$ cat src/rtl/dkong_snd_gain_sched.sv
`default_nettype none
//==============================================================================
// Module      : dkong_snd_gain_sched
// Description : Time-multiplexed gain-envelope scheduler and mixer. Once per
//               sample period, walks NCH channels through one shared signed
//               multiplier, applies a per-channel discharge/recharge envelope
//               and sums the scaled channels into one saturated 16-bit sample.
// Revision    : 1.0  initial release
//==============================================================================
module dkong_snd_gain_sched #(
    parameter int DIV = 512,
    parameter int NCH = 4
) (
    input  logic                I_CLK,
    input  logic                I_RESET_n,
    input  logic [16*NCH-1:0]   I_SND_DAT,
    input  logic [NCH-1:0]      I_DECAY_EN,
    input  logic                I_CFG_WE,
    input  logic [2:0]          I_CFG_CH,
    input  logic [7:0]          I_CFG_RATE,
    output logic [15:0]         O_SND_DAT,
    output logic                O_VLD,
    output logic                O_BUSY
);

    localparam int             c_tw   = $clog2(DIV);
    localparam logic [c_tw-1:0] c_tmax = c_tw'(DIV - 1);
    localparam logic [2:0]     c_last = 3'(NCH - 1);

    typedef enum logic [1:0] {
        ST_IDLE = 2'd0,
        ST_CAP  = 2'd1,
        ST_MUL  = 2'd2,
        ST_OUT  = 2'd3
    } state_t;

    state_t             r_state;
    logic [2:0]         r_ch;
    logic [c_tw-1:0]    r_timer;
    logic               r_strobe;

    logic [7:0]         r_gain [NCH];
    logic [7:0]         r_cnt  [NCH];
    logic [7:0]         r_rate [NCH];

    logic signed [15:0] r_op_dat;
    logic [7:0]         r_op_gain;
    logic signed [18:0] r_acc;
    logic [15:0]        r_dat;
    logic               r_vld;
    logic               r_busy;

    logic [15:0]        w_dat_sel;
    logic [7:0]         w_gain_sel;
    logic signed [24:0] w_op_a;
    logic signed [24:0] w_op_b;
    logic signed [24:0] w_prod;
    logic signed [18:0] w_term;
    logic signed [18:0] w_acc_nx;
    logic [15:0]        w_sat;
    logic               w_cap;

    assign w_cap = (r_state == ST_CAP);

    // Free-running sample timer; strobe is registered one cycle after wrap point
    always_ff @(posedge I_CLK or negedge I_RESET_n) begin
        if (!I_RESET_n) begin
            r_timer  <= '0;
            r_strobe <= 1'b0;
        end else begin
            r_strobe <= (r_timer == c_tmax);
            r_timer  <= (r_timer == c_tmax) ? '0 : r_timer + 1'b1;
        end
    end

    // Select the current channel's sample and pre-update gain for the operand latch
    always_comb begin
        w_dat_sel  = '0;
        w_gain_sel = '0;
        for (int c = 0; c < NCH; c++) begin
            if (r_ch == 3'(c)) begin
                w_dat_sel  = I_SND_DAT[16*c +: 16];
                w_gain_sel = r_gain[c];
            end
        end
    end

    // Per-channel envelope update during CAP and runtime rate register writes
    always_ff @(posedge I_CLK or negedge I_RESET_n) begin
        if (!I_RESET_n) begin
            for (int c = 0; c < NCH; c++) begin
                r_gain[c] <= 8'd255;
                r_cnt[c]  <= 8'd0;
                r_rate[c] <= 8'd0;
            end
        end else begin
            for (int c = 0; c < NCH; c++) begin
                if (w_cap && (r_ch == 3'(c))) begin
                    if (I_DECAY_EN[c]) begin
                        // Comparison uses the rate held before this edge, so a
                        // write landing in the same cycle only affects later samples
                        if (r_cnt[c] == r_rate[c]) begin
                            r_cnt[c] <= 8'd0;
                            if (r_gain[c] != 8'd0)
                                r_gain[c] <= r_gain[c] - 8'd1;
                        end else begin
                            r_cnt[c] <= r_cnt[c] + 8'd1;
                        end
                    end else begin
                        r_cnt[c] <= 8'd0;
                        if (r_gain[c] != 8'd255)
                            r_gain[c] <= r_gain[c] + 8'd1;
                    end
                end
                // Channel indices >= NCH never match, so such writes are dropped
                if (I_CFG_WE && (I_CFG_CH == 3'(c)))
                    r_rate[c] <= I_CFG_RATE;
            end
        end
    end

    // Shared multiplier: signed sample times unsigned 8-bit gain, scaled by 1/256
    assign w_op_a   = {{9{r_op_dat[15]}}, r_op_dat};
    assign w_op_b   = {17'd0, r_op_gain};
    assign w_prod   = w_op_a * w_op_b;
    assign w_term   = 19'(w_prod >>> 8);
    assign w_acc_nx = r_acc + w_term;

    // Clamp the final accumulator value into the 16-bit signed output range
    always_comb begin
        if ((w_acc_nx[18:15] == 4'b0000) || (w_acc_nx[18:15] == 4'b1111))
            w_sat = w_acc_nx[15:0];
        else if (w_acc_nx[18])
            w_sat = 16'h8000;
        else
            w_sat = 16'h7FFF;
    end

    // Sequencer: IDLE -> (CAP, MUL) per channel -> OUT, with registered outputs.
    // The output sample is loaded on the last MUL so it is valid alongside O_VLD.
    always_ff @(posedge I_CLK or negedge I_RESET_n) begin
        if (!I_RESET_n) begin
            r_state   <= ST_IDLE;
            r_ch      <= 3'd0;
            r_op_dat  <= '0;
            r_op_gain <= '0;
            r_acc     <= '0;
            r_dat     <= '0;
            r_vld     <= 1'b0;
            r_busy    <= 1'b0;
        end else begin
            r_vld <= 1'b0;
            case (r_state)
                ST_IDLE: begin
                    if (r_strobe) begin
                        r_state <= ST_CAP;
                        r_ch    <= 3'd0;
                        r_acc   <= '0;
                        r_busy  <= 1'b1;
                    end
                end
                ST_CAP: begin
                    r_op_dat  <= w_dat_sel;
                    r_op_gain <= w_gain_sel;
                    r_state   <= ST_MUL;
                end
                ST_MUL: begin
                    r_acc <= w_acc_nx;
                    if (r_ch == c_last) begin
                        r_state <= ST_OUT;
                        r_dat   <= w_sat;
                        r_vld   <= 1'b1;
                    end else begin
                        r_ch    <= r_ch + 3'd1;
                        r_state <= ST_CAP;
                    end
                end
                ST_OUT: begin
                    r_busy  <= 1'b0;
                    r_state <= ST_IDLE;
                end
                default: r_state <= ST_IDLE;
            endcase
        end
    end

    assign O_SND_DAT = r_dat;
    assign O_VLD     = r_vld;
    assign O_BUSY    = r_busy;

endmodule
`default_nettype wire

$ cat config.mk
export PLATFORM = sky130hd
export DESIGN_NAME = dkong_snd_gain_sched
export DESIGN_NICKNAME = d
export VERILOG_FILES = /design/src/rtl/dkong_snd_gain_sched.sv
export SDC_FILE = /design/constraint.sdc
export NUM_CORES = 1
export LEC_CHECK = 0
export ABC_AREA = 1
export BUFFER_PORTS_ARGS = -buffer_cell sky130_fd_sc_hd__buf_2
export CORE_MARGIN = 2
export CORE_UTILIZATION = 59
export CTS_BUF_LIST = sky130_fd_sc_hd__clkbuf_4
export CTS_CLUSTER_SIZE = 25
export DETAILED_ROUTE_END_ITERATION = 10
export PLACE_DENSITY = 0.76
export SKIP_CTS_REPAIR_TIMING = 1
export SYNTH_ARGS = -nofsm -noshare
export SYNTH_HDL_FRONTEND = slang
export SYNTH_SLANG_ARGS = --single-unit
$ cat constraint.sdc
create_clock -name I_CLK -period 16.8 [get_ports I_CLK]
set_input_delay 3.36 -clock I_CLK [delete_from_list [all_inputs] [get_ports I_CLK]]
set_output_delay 3.36 -clock I_CLK [all_outputs]
set_load 0.05 [all_outputs]
After elaboration in Yosys (flattened, before gate mapping) --
Index checks and enable logic that the tools add are counted.
Cells by class: mux-type cells 47, reduce and logical (&&, ||, !) cells 31, multiply operators 1, equal/unequal tests 29, add/subtract/negate cells 15
Operators with widths (number):
- $mux W8 | 28
- $mux W16 | 6
- $add A8 B1 Y8 const B | 8
- $pmux W19 S2 | 1
- $eq A8 B8 Y1 | 4
- $ne A8 B8 Y1 const B | 4
- $reduce_bool A8 Y1 | 4
- $sub A8 B1 Y8 const B | 4
- $mul A16 B9 Y25 | 1
- $add A19 B17 Y19 | 1
- $mux W19 | 1
- $ne A2 B1 Y1 const B | 8
- $reduce_and A4 Y1 | 4
- $eq A3 B2 Y1 const B | 4
- $reduce_bool A2 Y1 | 6
- $add A9 B1 Y9 const B | 1
- $eq A9 B9 Y1 const B | 1
- $mux W9 | 1
- $logic_and A1 B1 Y1 | 8
- $pmux W2 S4 | 1
- $eq A3 B1 Y1 const B | 2
- $logic_not A3 Y1 | 2
- $mux W3 | 2
- $pmux W3 S2 | 1
- other kinds (13) | 20
Storage, ports and cells: register bits after elaboration 172

Depth between registers and ports, before layout --
depth after elaboration 5, gate-level depth with buffers 39

Worst setup path after synthesis --
No wires, ideal clock.
path kind reg2reg, from register r_op_gain[5], to register r_dat[10], in the netlist O_SND_DAT[10], slack 10.480 ns, buffers on the path 3, cell stages (with the launch flop) 34, arrival 6.200 ns, setup time 0.119 ns, path through dfrtp_1 > clkbuf_1 > clkbuf_1 > nand2_1 > fa_1 > inv_1 > fa_1 > fa_1 > inv_1 > fa_1 > inv_1 > ha_1 > a21oi_1 > o21a_1 > nand2_1 > a21oi_1 > o21ai_2 > a21oi_1 > o211ai_1 > xor2_1 > ha_1 > nand2_1 > nor3_1 > nand2_1 > or2_1 > nand3_2 > inv_1 > nand3_1 > nand2_2 > o21ai_1 > nand2_1 > inv_2 > buf_6 > a21oi_2
Between the ends: cells in the longest elaborated chain, start to end 5, elaborated cells between the ends (all ways) 7
RTL lines:
- from (decl) | line 47 | logic [7:0] r_op_gain;
- from (signal assigned) | line 164 | r_op_gain <= w_gain_sel;
- $mul A16 B9 Y25 (*) | line 125 | assign w_prod = w_op_a * w_op_b;
- $add A19 B17 Y19 (*) | line 127 | assign w_acc_nx = r_acc + w_term;
- $eq A4 B4 Y1 / $logic_not A4 Y1 (equally long branches) | line 131 | if ((w_acc_nx[18:15] == 4'b0000) || (w_acc_nx[18:15] == 4'b1111))
- $logic_or A1 B1 Y1 | line 131
- $mux W16 (*) | line 131
- to (signal assigned) | line 171 | r_dat <= w_sat;
- to (decl) | line 49 | logic [15:0] r_dat;
Mark *: on every way between the ends. The rest lies on a longest branch, timed or not. A chain may end at the register's enable or synchronous reset.

Worst setup path in the final report --
from register r_op_gain[5], to register r_dat[1], in the netlist O_SND_DAT[1]
Same word-level chain as after synthesis.

==> impl_metrics.toml <==
[outcome]
status = "finished clean"

[timing]
post-route-worst-setup-slack_ns = 9.85
finalSetupViolations = 0
final_min_period_over_clock_period = 0.414
tns_ns = 0
tightest_slew_ns = 1.23
timing_max_transition_violations_final = 0
number_of_hold_violations_in_the_final_report = 0
finalCriticalPeriod_ns = 6.95
worst_slew_margin_rel = 0.180
grt_setup_unrepaired = "no"
max_clock_freq_mhz = 144
timing.clock.skew_ns = 0.0480

[logic_synthesis]
post_synth_xor_area_fraction = 0.0455
syn-mean-instance-area_sq_um = 7.90
synthMostInstantiatedCell = "sky130_fd_sc_hd__nand2_1"
yosysWarningCount = 0
synthesis.nets = 2185
synth.top_cell.area_share = 0.234
synth_commonest_cells = "sky130_fd_sc_hd__nand2_1, sky130_fd_sc_hd__inv_1, sky130_fd_sc_hd__dfrtp_1, sky130_fd_sc_hd__a21oi_1, sky130_fd_sc_hd__o21ai_0"
synth_seq_area_share = 0.290
ys_async_sr_fraction = 1.00
post_synth_and_or_nand_nor_area_fraction = 0.205
synth_cell_types = 52
post_synth_instance_area_sq_mm = 0.0150
synth_compound_gate_area_share = 0.128
share_of_cell_area_taken_by_muxes_after_synthesis = 0
synth_cells = 1896
yosys_most_used_dff = "sky130_fd_sc_hd__dfrtp_1"
synth_enable_flop_cells = 0
synth_fa_ha_area_frac = 0.226
synth_top_cell_by_area = "sky130_fd_sc_hd__dfrtp_1"
synth_area_leaders = "sky130_fd_sc_hd__dfrtp_1, sky130_fd_sc_hd__fa_1, sky130_fd_sc_hd__nand2_1"
synth_top_family_by_area = "adder cells"
synth_seq_cells = 172

[setup_path]
critical_path_class = "flip-flop to flip-flop"
reg2reg_setup_slack_ns = 9.85
critical_path.endpoint_type = "flip-flop"
ff2ff_path_depth = 30
worst_path_dominant_cell_family = "adder cells"
regToRegEndpoint = "O_SND_DAT[1]$_DFFE_PN0P_"
path_buf_inv = 5
worst-path-stages = 30
delay_of_the_slowest_cell_on_the_worst_path_ns = 0.74
cell_mode_on_critical_path = "sky130_fd_sc_hd__nand2_1"
required_time_reported_for_the_critical_path_endpoint_ns = 17.26
crit-reg2reg-launch = "r_op_gain[5]$_DFFE_PN0P_"
cp_endpoint = "O_SND_DAT[1]$_DFFE_PN0P_"
worst-path-max-fanout = 17
worst-endpoint-arrival_ns = 7.41
cp-start-kind = "flip-flop"
critical_path.startpoint = "r_op_gain[5]$_DFFE_PN0P_"
library_cell_contributing_the_largest_single_delay_on_the_critical_path = "sky130_fd_sc_hd__dfrtp_1"

[power]
switching_share = 0.315
pwr-share-clk = 0.324
p_sw_uw = 252
comb_power_share = 0.109
total_power_uw = 801
p_int_uw = 548
power-per-cell-area_mw_per_mm2 = 50.1
vdd_ir_drop_max_mv = 0.0447
seq_power_share = 0.567
p_leak_uw = 0.00883

[cells_and_area]
finalNonFillerCells = 2298
syn2layout_area_growth_pct = 6.72
fin_nets = 2242
drive_gt1_frac = 0.127

[place]
dp_worst_setup_slack_ns = 9.91
routabilityCongestion = 0.926
dpl.hpwl_um = 26700
dp_cells = 2264
numPortBuffers = 99

[die]
chipHeight_um = 163
floorplan.die_area_sq_mm = 0.0267
floorplan.io_pins = 100
die_w_um = 163
floorplan.rows = 58
floorplan.initialDensity = 0.598
core_sq_mm = 0.0250

[clocking]
ctsHtreeMaxLevel = 4
tritoncts.num_buffers = 17
clk_path_buf_depth = 2
ctsRootBufferMaster = "sky130_fd_sc_hd__clkbuf_4"
clk_latency_ns = 0.62
cts.reportedPaths.clkPinSlew_ns = 0.16
cts.sink_count = 172
tritoncts_clock_tree = "done"

[detailed_routing]
final_antenna_net_count = 0
drt_iter0_markers = 825
routed-via-count = 12500
routed_wire_length_per_instance_um = 14.8
post_detailed_routing_wire_length_um = 34000
drt_drc_violations_left = 0
drt-vias-per-instance = 5.46
detailed_routing_iterations_pass_1 = 7

[grt]
grt_pass1_vias = 12800
gr-total-overflow = 0
antenna_found_initial = 2
grt_pass1_wl_um = 58900
grt_max_degree = 78
grt_usage = 0.273

[job]
cap_violations = 0

[worst_hold_path]
min-delay-path-class = "flip-flop to flip-flop"
[routing by layer]
layer  GRT usage  part of all wire
met5           0                 0
met4       0.103             0.033
met3      0.0419             0.039
met2       0.477              0.50
met1       0.343              0.43
[per-stage QoR]
stage | area [sq um] | utilization | hold slack (ns)
floorplan | 15000 | - | 0.433
global placement | 15700 | 0.626 | 0.455
detailed placement | 15700 | 0.626 | 0.464
CTS | 16000 | 0.638 | 0.489
global route | 16000 | 0.638 | 0.528
finish | 16000 | 0.639 | 0.484
[final cells by class]
| class | instances | area, sq um |
|---|---|---|
| tap | 330 | 413 |
| inverter | 348 | 1310 |
| fill | 2195 | 9050 |
| multi-input combinational | 1310 | 9060 |
| antenna | 2 | 5.00 |
| timing repair buffer | 104 | 539 |
| clock inverter | 15 | 191 |
| clock buffer | 17 | 128 |
| sequential | 172 | 4340 |
[flip-flops by register name (all words and copies together) (netlist names), 3 cells and up]
register   count
r_rate        32
r_gain        32
O_SND_DAT     16
r_op_dat      16
r_acc         19
r_ch           3
r_cnt         32
r_timer        9
r_op_gain      8
[power groups by stage]
stage	clock network (uW)	logic, uW	registers, uW
after detailed placement	0	87.9	461
after global placement	0	84.0	461
after global routing	282	102	457
final	259	87.4	454
after floorplan	0	57.6	456
after CTS	267	88.2	454
[layout by cell type, fill, tap and decap left out, drive strengths merged, types with 9 or more instances in the layout]
master / instances
nand2: 398
inv: 354
a21oi: 144
dfrtp: 140
o21ai: 117
fa: 106
nand3: 105
buf: 104
ha: 101
nor2: 98
xnor2: 42
xor2: 35
dfstp: 32
or2: 29
nor3: 27
o211ai: 20
clkbuf: 17
nand4: 13
nor4: 12
a21boi: 12
a22o: 11
clkinv: 9
[worst min path at each step]
stage | start | depth (start not counted) | to | slack [ns]
5_1_grt | r_timer[0]$_DFF_PN0_ | 1 | r_timer[0]$_DFF_PN0_ | 0.53
3_3_place_gp | r_timer[0]$_DFF_PN0_ | 1 | r_timer[0]$_DFF_PN0_ | 0.46
2_1_floorplan | r_timer[0]$_DFF_PN0_ | 1 | r_timer[0]$_DFF_PN0_ | 0.43
3_5_place_dp | r_timer[0]$_DFF_PN0_ | 1 | r_timer[0]$_DFF_PN0_ | 0.46
6_report | r_timer[0]$_DFF_PN0_ | 1 | r_timer[0]$_DFF_PN0_ | 0.48
4_1_cts | r_timer[0]$_DFF_PN0_ | 1 | r_timer[0]$_DFF_PN0_ | 0.49
[cell families (layout without fill, tap and decap cells)]
logic type               count (synthesis)  count (layout)
flip-flops                             172             172
adder cells (fa/ha/maj)                207             207
AND/OR/NAND/NOR                        692             692
other                                    0               2
buffers and inverters                  414             484
XOR/XNOR                                77              77
AO/OA/AOI/OAI                          334             334
(Power assumes the default switching activity.)
